===== src/rtl/test_uart_pkg.sv =====
// Shared state encodings, loader patterns and helpers for the dual-channel UART test block.
package test_uart_pkg;

    typedef enum logic [1:0] {TX_IDLE, TX_START, TX_DATA, TX_STOP} tx_state_t;
    typedef enum logic [1:0] {RX_IDLE, RX_START, RX_DATA, RX_STOP} rx_state_t;

    // Oversampling counter width, wide enough for two stop bits at 16x.
    localparam int TICK_W   = 6;
    localparam int LOAD_LEN = 4;

    // Byte 0 (least significant) is loaded and sent first.
    localparam logic [31:0] LOAD_FEM = 32'hF00F_AA55;
    localparam logic [31:0] LOAD_M   = 32'h3433_3231;

    function automatic logic [7:0] load_byte(input logic [31:0] pat, input logic [1:0] idx);
        return pat[{idx, 3'b000} +: 8];
    endfunction

endpackage


===== src/rtl/fifo.sv =====
// Generic FIFO of 2**AW words with registered full/empty flags; head word shown combinationally.
// Latency: a written word appears at rd_dat the cycle after the write.
// Backpressure: write dropped when full unless a read occurs that cycle; read ignored when empty.
module fifo #(
    parameter int DW = 8,
    parameter int AW = 2
) (
    input  logic          clk,
    input  logic          reset,
    input  logic          wr_vld,
    input  logic [DW-1:0] wr_dat,
    input  logic          rd_rdy,
    output logic [DW-1:0] rd_dat,
    output logic          full,
    output logic          empty
);

    logic [DW-1:0] mem [2**AW];
    logic [AW-1:0] w_ptr, r_ptr, w_ptr_nxt, r_ptr_nxt;
    logic          wr_en, rd_en;

    assign rd_en     = rd_rdy & ~empty;
    assign wr_en     = wr_vld & (~full | rd_en);
    assign w_ptr_nxt = w_ptr + 1'b1;
    assign r_ptr_nxt = r_ptr + 1'b1;
    assign rd_dat    = mem[r_ptr];

    always_ff @(posedge clk) begin
        if (wr_en)
            mem[w_ptr] <= wr_dat;
    end

    always_ff @(posedge clk or posedge reset) begin
        if (reset) begin
            w_ptr <= '0;
            r_ptr <= '0;
            full  <= 1'b0;
            empty <= 1'b1;
        end else begin
            if (wr_en)
                w_ptr <= w_ptr_nxt;
            if (rd_en)
                r_ptr <= r_ptr_nxt;
            // Flags only move on a lone write or a lone read; both together keep the fill level.
            if (wr_en && !rd_en) begin
                empty <= 1'b0;
                full  <= (w_ptr_nxt == r_ptr);
            end else if (rd_en && !wr_en) begin
                full  <= 1'b0;
                empty <= (r_ptr_nxt == w_ptr);
            end
        end
    end

endmodule


===== src/rtl/test_uart_core.sv =====
// One UART channel: TX FIFO -> serializer, deserializer -> RX FIFO; TEST_UART_RX_SYNC_EN adds an rx synchronizer.
// Latency: TX frame starts 1 cycle after a word lands in the TX FIFO; RX byte pushed SB_TICK ticks into the stop bit.
// Backpressure: loader must respect tx_full; a received byte is dropped when the RX FIFO is full.
module uart_core #(
    parameter int DBIT    = 8,
    parameter int SB_TICK = 16,
    parameter int FIFO_W  = 2
) (
    input  logic            clk,
    input  logic            reset,
    input  logic            tick,
    input  logic            wr_vld,
    input  logic [DBIT-1:0] wr_dat,
    input  logic            rd_rdy,
    input  logic            rx,
    output logic            tx,
    output logic            tx_full,
    output logic            rx_full,
    output logic            rx_empty,
    output logic [DBIT-1:0] rx_dat
);
    import test_uart_pkg::*;

    localparam int NW = (DBIT > 1) ? $clog2(DBIT) : 1;
    localparam logic [TICK_W-1:0] MID_TICK  = TICK_W'(7);
    localparam logic [TICK_W-1:0] BIT_TICK  = TICK_W'(15);
    localparam logic [TICK_W-1:0] STOP_TICK = TICK_W'(SB_TICK - 1);
    localparam logic [NW-1:0]     N_LAST    = NW'(DBIT - 1);

    logic            rx_in;
    logic            tx_pop, tx_fifo_empty, rx_push;
    logic [DBIT-1:0] tx_fifo_dat;

`ifdef TEST_UART_RX_SYNC_EN
    logic [1:0] rx_sync;
    always_ff @(posedge clk or posedge reset) begin
        if (reset)
            rx_sync <= 2'b11;
        else
            rx_sync <= {rx_sync[0], rx};
    end
    assign rx_in = rx_sync[1];
`else
    assign rx_in = rx;
`endif

    fifo #(.DW(DBIT), .AW(FIFO_W)) u_tx_fifo (
        .clk(clk), .reset(reset), .wr_vld(wr_vld), .wr_dat(wr_dat), .rd_rdy(tx_pop),
        .rd_dat(tx_fifo_dat), .full(tx_full), .empty(tx_fifo_empty)
    );

    tx_state_t         tx_state, tx_state_nxt;
    logic [TICK_W-1:0] tx_s, tx_s_nxt;
    logic [NW-1:0]     tx_n, tx_n_nxt;
    logic [DBIT-1:0]   tx_b, tx_b_nxt;

    always_ff @(posedge clk or posedge reset) begin
        if (reset) begin
            tx_state <= TX_IDLE;
            tx_s     <= '0;
            tx_n     <= '0;
            tx_b     <= '0;
        end else begin
            tx_state <= tx_state_nxt;
            tx_s     <= tx_s_nxt;
            tx_n     <= tx_n_nxt;
            tx_b     <= tx_b_nxt;
        end
    end

    always_comb begin
        tx_state_nxt = tx_state;
        tx_s_nxt     = tx_s;
        tx_n_nxt     = tx_n;
        tx_b_nxt     = tx_b;
        tx_pop       = 1'b0;
        tx           = 1'b1;
        case (tx_state)
            TX_IDLE: if (!tx_fifo_empty) begin
                tx_pop       = 1'b1;
                tx_b_nxt     = tx_fifo_dat;
                tx_s_nxt     = '0;
                tx_state_nxt = TX_START;
            end
            TX_START: begin
                tx = 1'b0;
                if (tick) begin
                    if (tx_s == BIT_TICK) begin
                        tx_s_nxt     = '0;
                        tx_n_nxt     = '0;
                        tx_state_nxt = TX_DATA;
                    end else
                        tx_s_nxt = tx_s + 1'b1;
                end
            end
            TX_DATA: begin
                tx = tx_b[0];
                if (tick) begin
                    if (tx_s == BIT_TICK) begin
                        tx_s_nxt = '0;
                        tx_b_nxt = tx_b >> 1;
                        if (tx_n == N_LAST)
                            tx_state_nxt = TX_STOP;
                        else
                            tx_n_nxt = tx_n + 1'b1;
                    end else
                        tx_s_nxt = tx_s + 1'b1;
                end
            end
            TX_STOP: if (tick) begin
                if (tx_s == STOP_TICK)
                    tx_state_nxt = TX_IDLE;
                else
                    tx_s_nxt = tx_s + 1'b1;
            end
            default: tx_state_nxt = TX_IDLE;
        endcase
    end

    rx_state_t         rx_state, rx_state_nxt;
    logic [TICK_W-1:0] rx_s, rx_s_nxt;
    logic [NW-1:0]     rx_n, rx_n_nxt;
    logic [DBIT-1:0]   rx_b, rx_b_nxt;

    always_ff @(posedge clk or posedge reset) begin
        if (reset) begin
            rx_state <= RX_IDLE;
            rx_s     <= '0;
            rx_n     <= '0;
            rx_b     <= '0;
        end else begin
            rx_state <= rx_state_nxt;
            rx_s     <= rx_s_nxt;
            rx_n     <= rx_n_nxt;
            rx_b     <= rx_b_nxt;
        end
    end

    // Start bit is re-checked mid-bit so a short low glitch falls back to idle.
    always_comb begin
        rx_state_nxt = rx_state;
        rx_s_nxt     = rx_s;
        rx_n_nxt     = rx_n;
        rx_b_nxt     = rx_b;
        rx_push      = 1'b0;
        case (rx_state)
            RX_IDLE: if (!rx_in) begin
                rx_s_nxt     = '0;
                rx_state_nxt = RX_START;
            end
            RX_START: if (tick) begin
                if (rx_s == MID_TICK) begin
                    rx_s_nxt     = '0;
                    rx_n_nxt     = '0;
                    rx_state_nxt = rx_in ? RX_IDLE : RX_DATA;
                end else
                    rx_s_nxt = rx_s + 1'b1;
            end
            RX_DATA: if (tick) begin
                if (rx_s == BIT_TICK) begin
                    rx_s_nxt = '0;
                    rx_b_nxt = {rx_in, rx_b[DBIT-1:1]};
                    if (rx_n == N_LAST)
                        rx_state_nxt = RX_STOP;
                    else
                        rx_n_nxt = rx_n + 1'b1;
                end else
                    rx_s_nxt = rx_s + 1'b1;
            end
            RX_STOP: if (tick) begin
                if (rx_s == STOP_TICK) begin
                    rx_push      = 1'b1;
                    rx_state_nxt = RX_IDLE;
                end else
                    rx_s_nxt = rx_s + 1'b1;
            end
            default: rx_state_nxt = RX_IDLE;
        endcase
    end

    fifo #(.DW(DBIT), .AW(FIFO_W)) u_rx_fifo (
        .clk(clk), .reset(reset), .wr_vld(rx_push), .wr_dat(rx_b), .rd_rdy(rd_rdy),
        .rd_dat(rx_dat), .full(rx_full), .empty(rx_empty)
    );

endmodule


===== config.mk =====
export PLATFORM = sky130hd
export DESIGN_NAME = uart_core
export DESIGN_NICKNAME = d
export VERILOG_FILES = /design/src/rtl/test_uart_pkg.sv /design/src/rtl/fifo.sv /design/src/rtl/test_uart_core.sv
export SDC_FILE = /design/constraint.sdc
export NUM_CORES = 1
export LEC_CHECK = 0
export CAP_MARGIN = 30
export CORE_MARGIN = 10
export CORE_UTILIZATION = 35
export CTS_CLUSTER_SIZE = 16
export DETAILED_ROUTE_END_ITERATION = 8
export GPL_TIMING_DRIVEN = 0
export MAX_ROUTING_LAYER = met4
export SLEW_MARGIN = 20
export SYNTH_ARGS = -nofsm -noshare
export SYNTH_HDL_FRONTEND = slang
export SYNTH_SLANG_ARGS = --single-unit

===== constraint.sdc =====
create_clock -name clk -period 2.47 [get_ports clk]
set_input_delay 0.247 -clock clk [delete_from_list [all_inputs] [get_ports clk]]
set_output_delay 0.247 -clock clk [all_outputs]
set_load 0.01 [all_outputs]

[Yosys cells after proc, flatten, opt, wreduce, memory -nomap -nowiden]
Memory sizes are Yosys's and may differ from the RTL's.
Cells that the tools add are included.
Operators by class
  div/mod/pow operators: 0
  $lt $le $gt $ge: 0
  mux-type cells: 67
  reduce and logical (&&, ||, !) cells: 24
  bitwise operators: 10
  shift-type cells: 0
  eq/ne operators: 36
  add/sub/neg operators: 8
  multipliers: 0
Operators with widths (number)
  $mux 6: 12
  $ne 2x2->1 const B: 20
  $mux 2: 17
  $mux 3: 10
  $mux 8: 3
  $pmux 6 s4: 1
  $pmux 6 s3: 1
  $mux 1: 17
  $pmux 2 s4: 2
  $pmux 8 s2: 1
  $reduce_and 8->1: 2
  $add 6x1->6 const B: 2
  $eq 6x4->1 const B: 2
  $pmux 3 s2: 2
  $reduce_and 6->1: 2
  $reduce_bool 2->1: 5
  $add 2x1->2 const B: 4
  $eq 2x2->1: 4
  $eq 2x2->1 const B: 4
  $reduce_and 4->1: 2
  $add 3x1->3 const B: 2
  $eq 3x3->1 const B: 2
  $eq 6x3->1 const B: 1
  $reduce_and 5->1: 1
  11 further kinds: 26
Word-level totals
  memory bits (writable): 64
  logic and storage cells: 163
  bits in latches: 0
  bits of input ports: 14
  flip-flop bits (word level): 50
  memories kept: 2
  bits in read-only memories: 0
  output and inout bits: 12
Memories
  u_rx_fifo.mem: depth 4, width 8, rd ports 1, clocked after Yosys merged registers in 0, write ports 1, RTL line fifo.sv:18  | logic [DW-1:0] mem [2**AW];
  u_tx_fifo.mem: depth 4, width 8, rd ports 1, clocked after Yosys merged registers in 0, write ports 1, RTL line fifo.sv:18

[Depth between registers and ports, before layout]
Gate-level depths: netlist (run 1).
  word-level depth: 9
  depth in mapped cells: 7
  mapped depth without buffers: 7

[Cells and area by module]
A second synthesis (run 1) with hierarchy kept.
Second synthesis, totals
  cells, all modules: 355
  area total of the unflattened synthesis: 5175.0 µm²
By module, submodules not included
  fifo: times used 2, sequential area each 1112.3 µm², area an instance 1565.3 µm², cells an instance 77
  uart_core: times used 1, sequential area each 950.9 µm², area an instance 2044.5 µm², cells an instance 201

[Worst setup path after synthesis (run 1)]
Ideal clock, no wire load.
  path type: flip-flop to flip-flop
  start point: register tx_state[0]
  end point: register tx_b[1]
  data required time: 2.345 ns
  arrival: 1.840 ns
  buffers on the path: 2
  cell stages (with the launch flop): 7
  period minus slack after synthesis: 1.965 ns
  setup slack: 0.505 ns
  library setup time: 0.125 ns
  path through: dfrtp_1 -> inv_1 -> ha_1 -> clkbuf_1 -> buf_1 -> mux2_2 -> mux2_2
On the way
  cells in the longest elaborated chain, start to end: 3
  elaborated cells on any way between the ends: 8
  those cells by class: 4 x eq/ne; 1 x mux; 3 x reduce/logical
RTL lines
  from (decl): RTL line test_uart_core.sv:52  | tx_state_t tx_state, tx_state_nxt;
  from (signal assigned): RTL line test_uart_core.sv:64  | tx_state <= tx_state_nxt;
  $eq 2x2->1 or $logic_not 2->1 (tied branches): RTL line test_uart_core.sv:78  | case (tx_state)
  $ne 2x2->1 (no line) or $reduce_bool 2->1 (tied branches)
  $reduce_and 4->1 (no line)
  to (signal assigned): RTL line test_uart_core.sv:67  | tx_b <= tx_b_nxt;
  to (decl): RTL line test_uart_core.sv:55  | logic [DBIT-1:0] tx_b, tx_b_nxt;
Several ways; a longest one is shown, not always the timed one.
A chain may end at the register's enable or synchronous reset.

[Final worst setup path (run 1)]
  start point: register u_rx_fifo.r_ptr[0]
  end point: output rx_dat[5]
On the way
  cells in the longest elaborated chain, start to end: 1
RTL lines
  from (decl): RTL line fifo.sv:19  | logic [AW-1:0] w_ptr, r_ptr, w_ptr_nxt, r_ptr_nxt;
  from (signal assigned): RTL line fifo.sv:43  | r_ptr <= r_ptr_nxt;
  $mem_v2 4x8
  to (decl): RTL line test_uart_core.sv:20  | output logic [DBIT-1:0] rx_dat
No other way between the ends.

==> flow_metrics.env, run 1 <==
export IMPL_status="finished, final reports clean"
export IMPL_cpLargestDelayFamily="buffers and inverters"
export IMPL_crit_chain="buf_6 -> mux4_2 -> clkdlybuf4s50_1"
export IMPL_post_route_period_util_pct=93.8
export IMPL_wl_met2_um=4690
export IMPL_timing_rr_start="rx_s[0]"
export IMPL_clkSinkCount=114
export IMPL_cts_tree="yes"
export IMPL_worstSetupPathType="reg2out"
export IMPL_fmax_mhz=432
export IMPL_avgSynthCellArea_um2=14.6
export IMPL_synth_enable_flop_cells=64
export IMPL_rsz0062_at_grt="no"
export IMPL_grt_pass1_vias=3209
export IMPL_worst_slew_pin_slew_ns=0.519
export IMPL_syn_area_um2=5200
export IMPL_required_ns=2.22
export IMPL_path_max_fanout=10
export IMPL_grt_max_degree=30
export IMPL_place_area_um2=5700
export IMPL_drive_above_1_share_pct=22.8
export IMPL_vias=3029
export IMPL_grt_usage_pct=10.4
export IMPL_core_area_um2=14500
export IMPL_fin_crit_ns=2.32
export IMPL_p_comb_share_pct=30.6
export IMPL_ys_types=60
export IMPL_ys_flop_type="edfxtp_1"
export IMPL_start_util_pct=35.8
export IMPL_io_buffer_count=25
export IMPL_drt_wirelength_per_cell_um=15.8
export IMPL_globalRoute_totalOverflow=0
export IMPL_drv_cap=0
export IMPL_final_area_um2=6300
export IMPL_dp_hpwl_um=6490
export IMPL_ir_worst_vdd_mv=0.575
export IMPL_gp_congestion=0.804
export IMPL_setup_violations=0
export IMPL_relSlewSlack_pct=65.3
export IMPL_n_fill_cell=1297
export IMPL_max_stage_delay_ns=0.54
export IMPL_cts_setup_buffers=0
export IMPL_pwr_share_clk_pct=33.0
export IMPL_arrival_ns=2.07
export IMPL_start_kind="flip-flop"
export IMPL_power_switching_share_pct=30.8
export IMPL_routed_wl_met3_um=433
export IMPL_die_x_um=142
export IMPL_nets=435
export IMPL_grt_pass1_wl_um=16100
export IMPL_synth_nets=392
export IMPL_powerDensity_nw_per_um2=1150
export IMPL_area_growth_pct=21.3
export IMPL_top_layer="met4"
export IMPL_most_common_layout_cells="edfxtp_1 (64), dfrtp_1 (47), clkdlybuf4s50_1 (24)"
export IMPL_syn_inst=357
export IMPL_io_pins=26
export IMPL_wirelength_um=9450
export IMPL_met1_length_um=4180
export IMPL_cts_root_buf="clkbuf_16"
export IMPL_fp_dieH_um=142
export IMPL_n_antenna_cell=0
export IMPL_cts_hold_fix_buffers=0
export IMPL_rows=44
export IMPL_ys_warn_count=0
export IMPL_clock_skew_ns=0.0118
export IMPL_cp_slowest_cell="mux4_2"
export IMPL_ys_seq_elements=114
export IMPL_drc=0
export IMPL_utilization_pct=43.4
export IMPL_cts_made_buffers=17
export IMPL_clk_latency_ns=0.42
export IMPL_seqPwrFrac_pct=36.3
export IMPL_slew_violations=0
export IMPL_p_sw_uw=2230
export IMPL_end_kind="output pin"
export IMPL_clock_path_buffers=2
export IMPL_clk_pin_slew_ns=0.06
export IMPL_ant_nets=0
export IMPL_startpoint="u_rx_fifo.r_ptr[0]"
export IMPL_power_internal_uw=5030
export IMPL_drt_first_pass_iters=6
export IMPL_final_common_cell="edfxtp_1"
export IMPL_drt_iter0_drc=150
export IMPL_vias_per_cell=5.07
export IMPL_dieArea_um2=20100
export IMPL_async_flop_share_pct=43.9
export IMPL_power_leakage_uw=0.00241
export IMPL_ys_seq_area_share_pct=61.1
export IMPL_antenna_found_initial=0
export IMPL_min_path_type="in2async"
export IMPL_hold_viol_final=0
export IMPL_htreeDepth=4
export IMPL_cp_num_buf_inv=2
[area by class of cell]
class	instances	area [µm²]	share of cell area, %
flip-flops and latches	114	3180	50.4
multi-input cells	218	1930	30.6
clock buffers	18	429	6.81
repair buffers	26	269	4.27
well taps	184	230	3.65
clock inverters	14	158	2.50
plain buffers	10	65.1	1.03
inverters	13	48.8	0.774
[per-stage QoR]
stage          setup slack [ns]  setup TNS, ns  power, µW  instances  hold WS, ns
2_1_floorplan             0.505              0       4240        357        0.346
3_3_place_gp             -0.170          -3.99       4830        566        0.472
3_5_place_dp             -0.180         -0.180       4910        567        0.482
4_1_cts                  0.0257              0       7350        597        0.213
5_1_grt                 0.00152              0       7730        597        0.241
6_report                  0.153              0       7260        597        0.203
[layer usage]
| layer | vias to the layer above | track usage (%) |
|---|---|---|
| li1 | 1446 | - |
| met1 | 1516 | 12.0 |
| met2 | 52 | 16.2 |
| met3 | 15 | 3.50 |
| met4 | 0 | 4.46 |
| met5 | - | - |
[kinds of logic (layout without fill, tap and decap cells)]
kind of cell | after synthesis | in the layout | share of synthesized area, %
xor+xnor | 12 | 12 | 2.02
fa+ha+maj | 21 | 21 | 5.06
buf+inv | 25 | 81 | 2.14
flops | 114 | 114 | 61.1
compound gates | 59 | 59 | 8.21
simple gates | 84 | 84 | 9.00
mux | 42 | 42 | 12.5
[power by group through the flow]
| stage | sequential, µW | clock (µW) | combinational, µW |
|---|---|---|---|
| final | 2640 | 2400 | 2220 |
| after global routing | 2690 | 2550 | 2500 |
| after CTS | 2640 | 2440 | 2260 |
| after detailed placement | 2630 | 0 | 2280 |
| after global placement | 2610 | 0 | 2220 |
| after floorplan | 2570 | 0 | 1670 |
[state kept, by name, summed over array words and instances (netlist names), 2 cells and up, named ones only]
signal and flops:
u_rx_fifo.mem 32, rx_s 6, u_tx_fifo.w_ptr 2, u_rx_fifo.w_ptr 2, rx_b 8, u_tx_fifo.r_ptr 2, u_rx_fifo.r_ptr 2, tx_b 8
tx_n 3, rx_n 3, tx_s 6, u_tx_fifo.mem 32, tx_state 2
[worst reg2reg max path: stages, from the launching register on]
cell and delay, ns:
dfrtp_1 0.41, ha_1 0.23, and3_1 0.26, nand3_1 0.17, a211oi_4 0.38, and2_1 0.48
[worst paths after layout]
kind	end	depth (start not counted)	slack, ns
worst min-delay path	rx_b[2]	2	0.20
worst max-delay path	rx_dat[5]	3	0.15
max in group asynchronous	u_rx_fifo.empty	3	1.66
min in group clk	u_tx_fifo.mem[3][1]	1	0.47
worst min register to register	rx_n[2]	2	0.49
worst max register to register	u_rx_fifo.mem[3][5]	5	0.19
[cell usage after synthesis, types with 5 or more instances]
| master | instances | share of area, % |
|---|---|---|
| edfxtp_1 | 64 | 37 |
| dfrtp_1 | 48 | 23 |
| mux2_2 | 22 | 4.8 |
| ha_1 | 21 | 5.1 |
| nand2_1 | 20 | 1.4 |
| o21ai_0 | 18 | 1.7 |
| mux4_2 | 16 | 6.9 |
| inv_1 | 12 | 0.87 |
| and2_1 | 10 | 1.2 |
| nand3_1 | 9 | 0.87 |
| nor2_1 | 9 | 0.65 |
| xnor2_1 | 8 | 1.3 |
| nor2b_1 | 6 | 0.72 |
| a21oi_1 | 5 | 0.48 |
| a22o_1 | 5 | 0.84 |
| nand2b_1 | 5 | 0.60 |
[what timing repair did]
item / 4_1_cts / 5_1_grt
gates resized for setup: 7 / 3
endpoints found under the setup margin: 7 / 37
pin swaps: 0 / 0
Note: power is estimated with default switching activity, not from simulation.
==> inputs of run 2 (changes only) <==
- SLEW_MARGIN: 20 -> not set
==> results of run 2 <==
The final DEF is identical to that of run 1; final timing and power are the same.
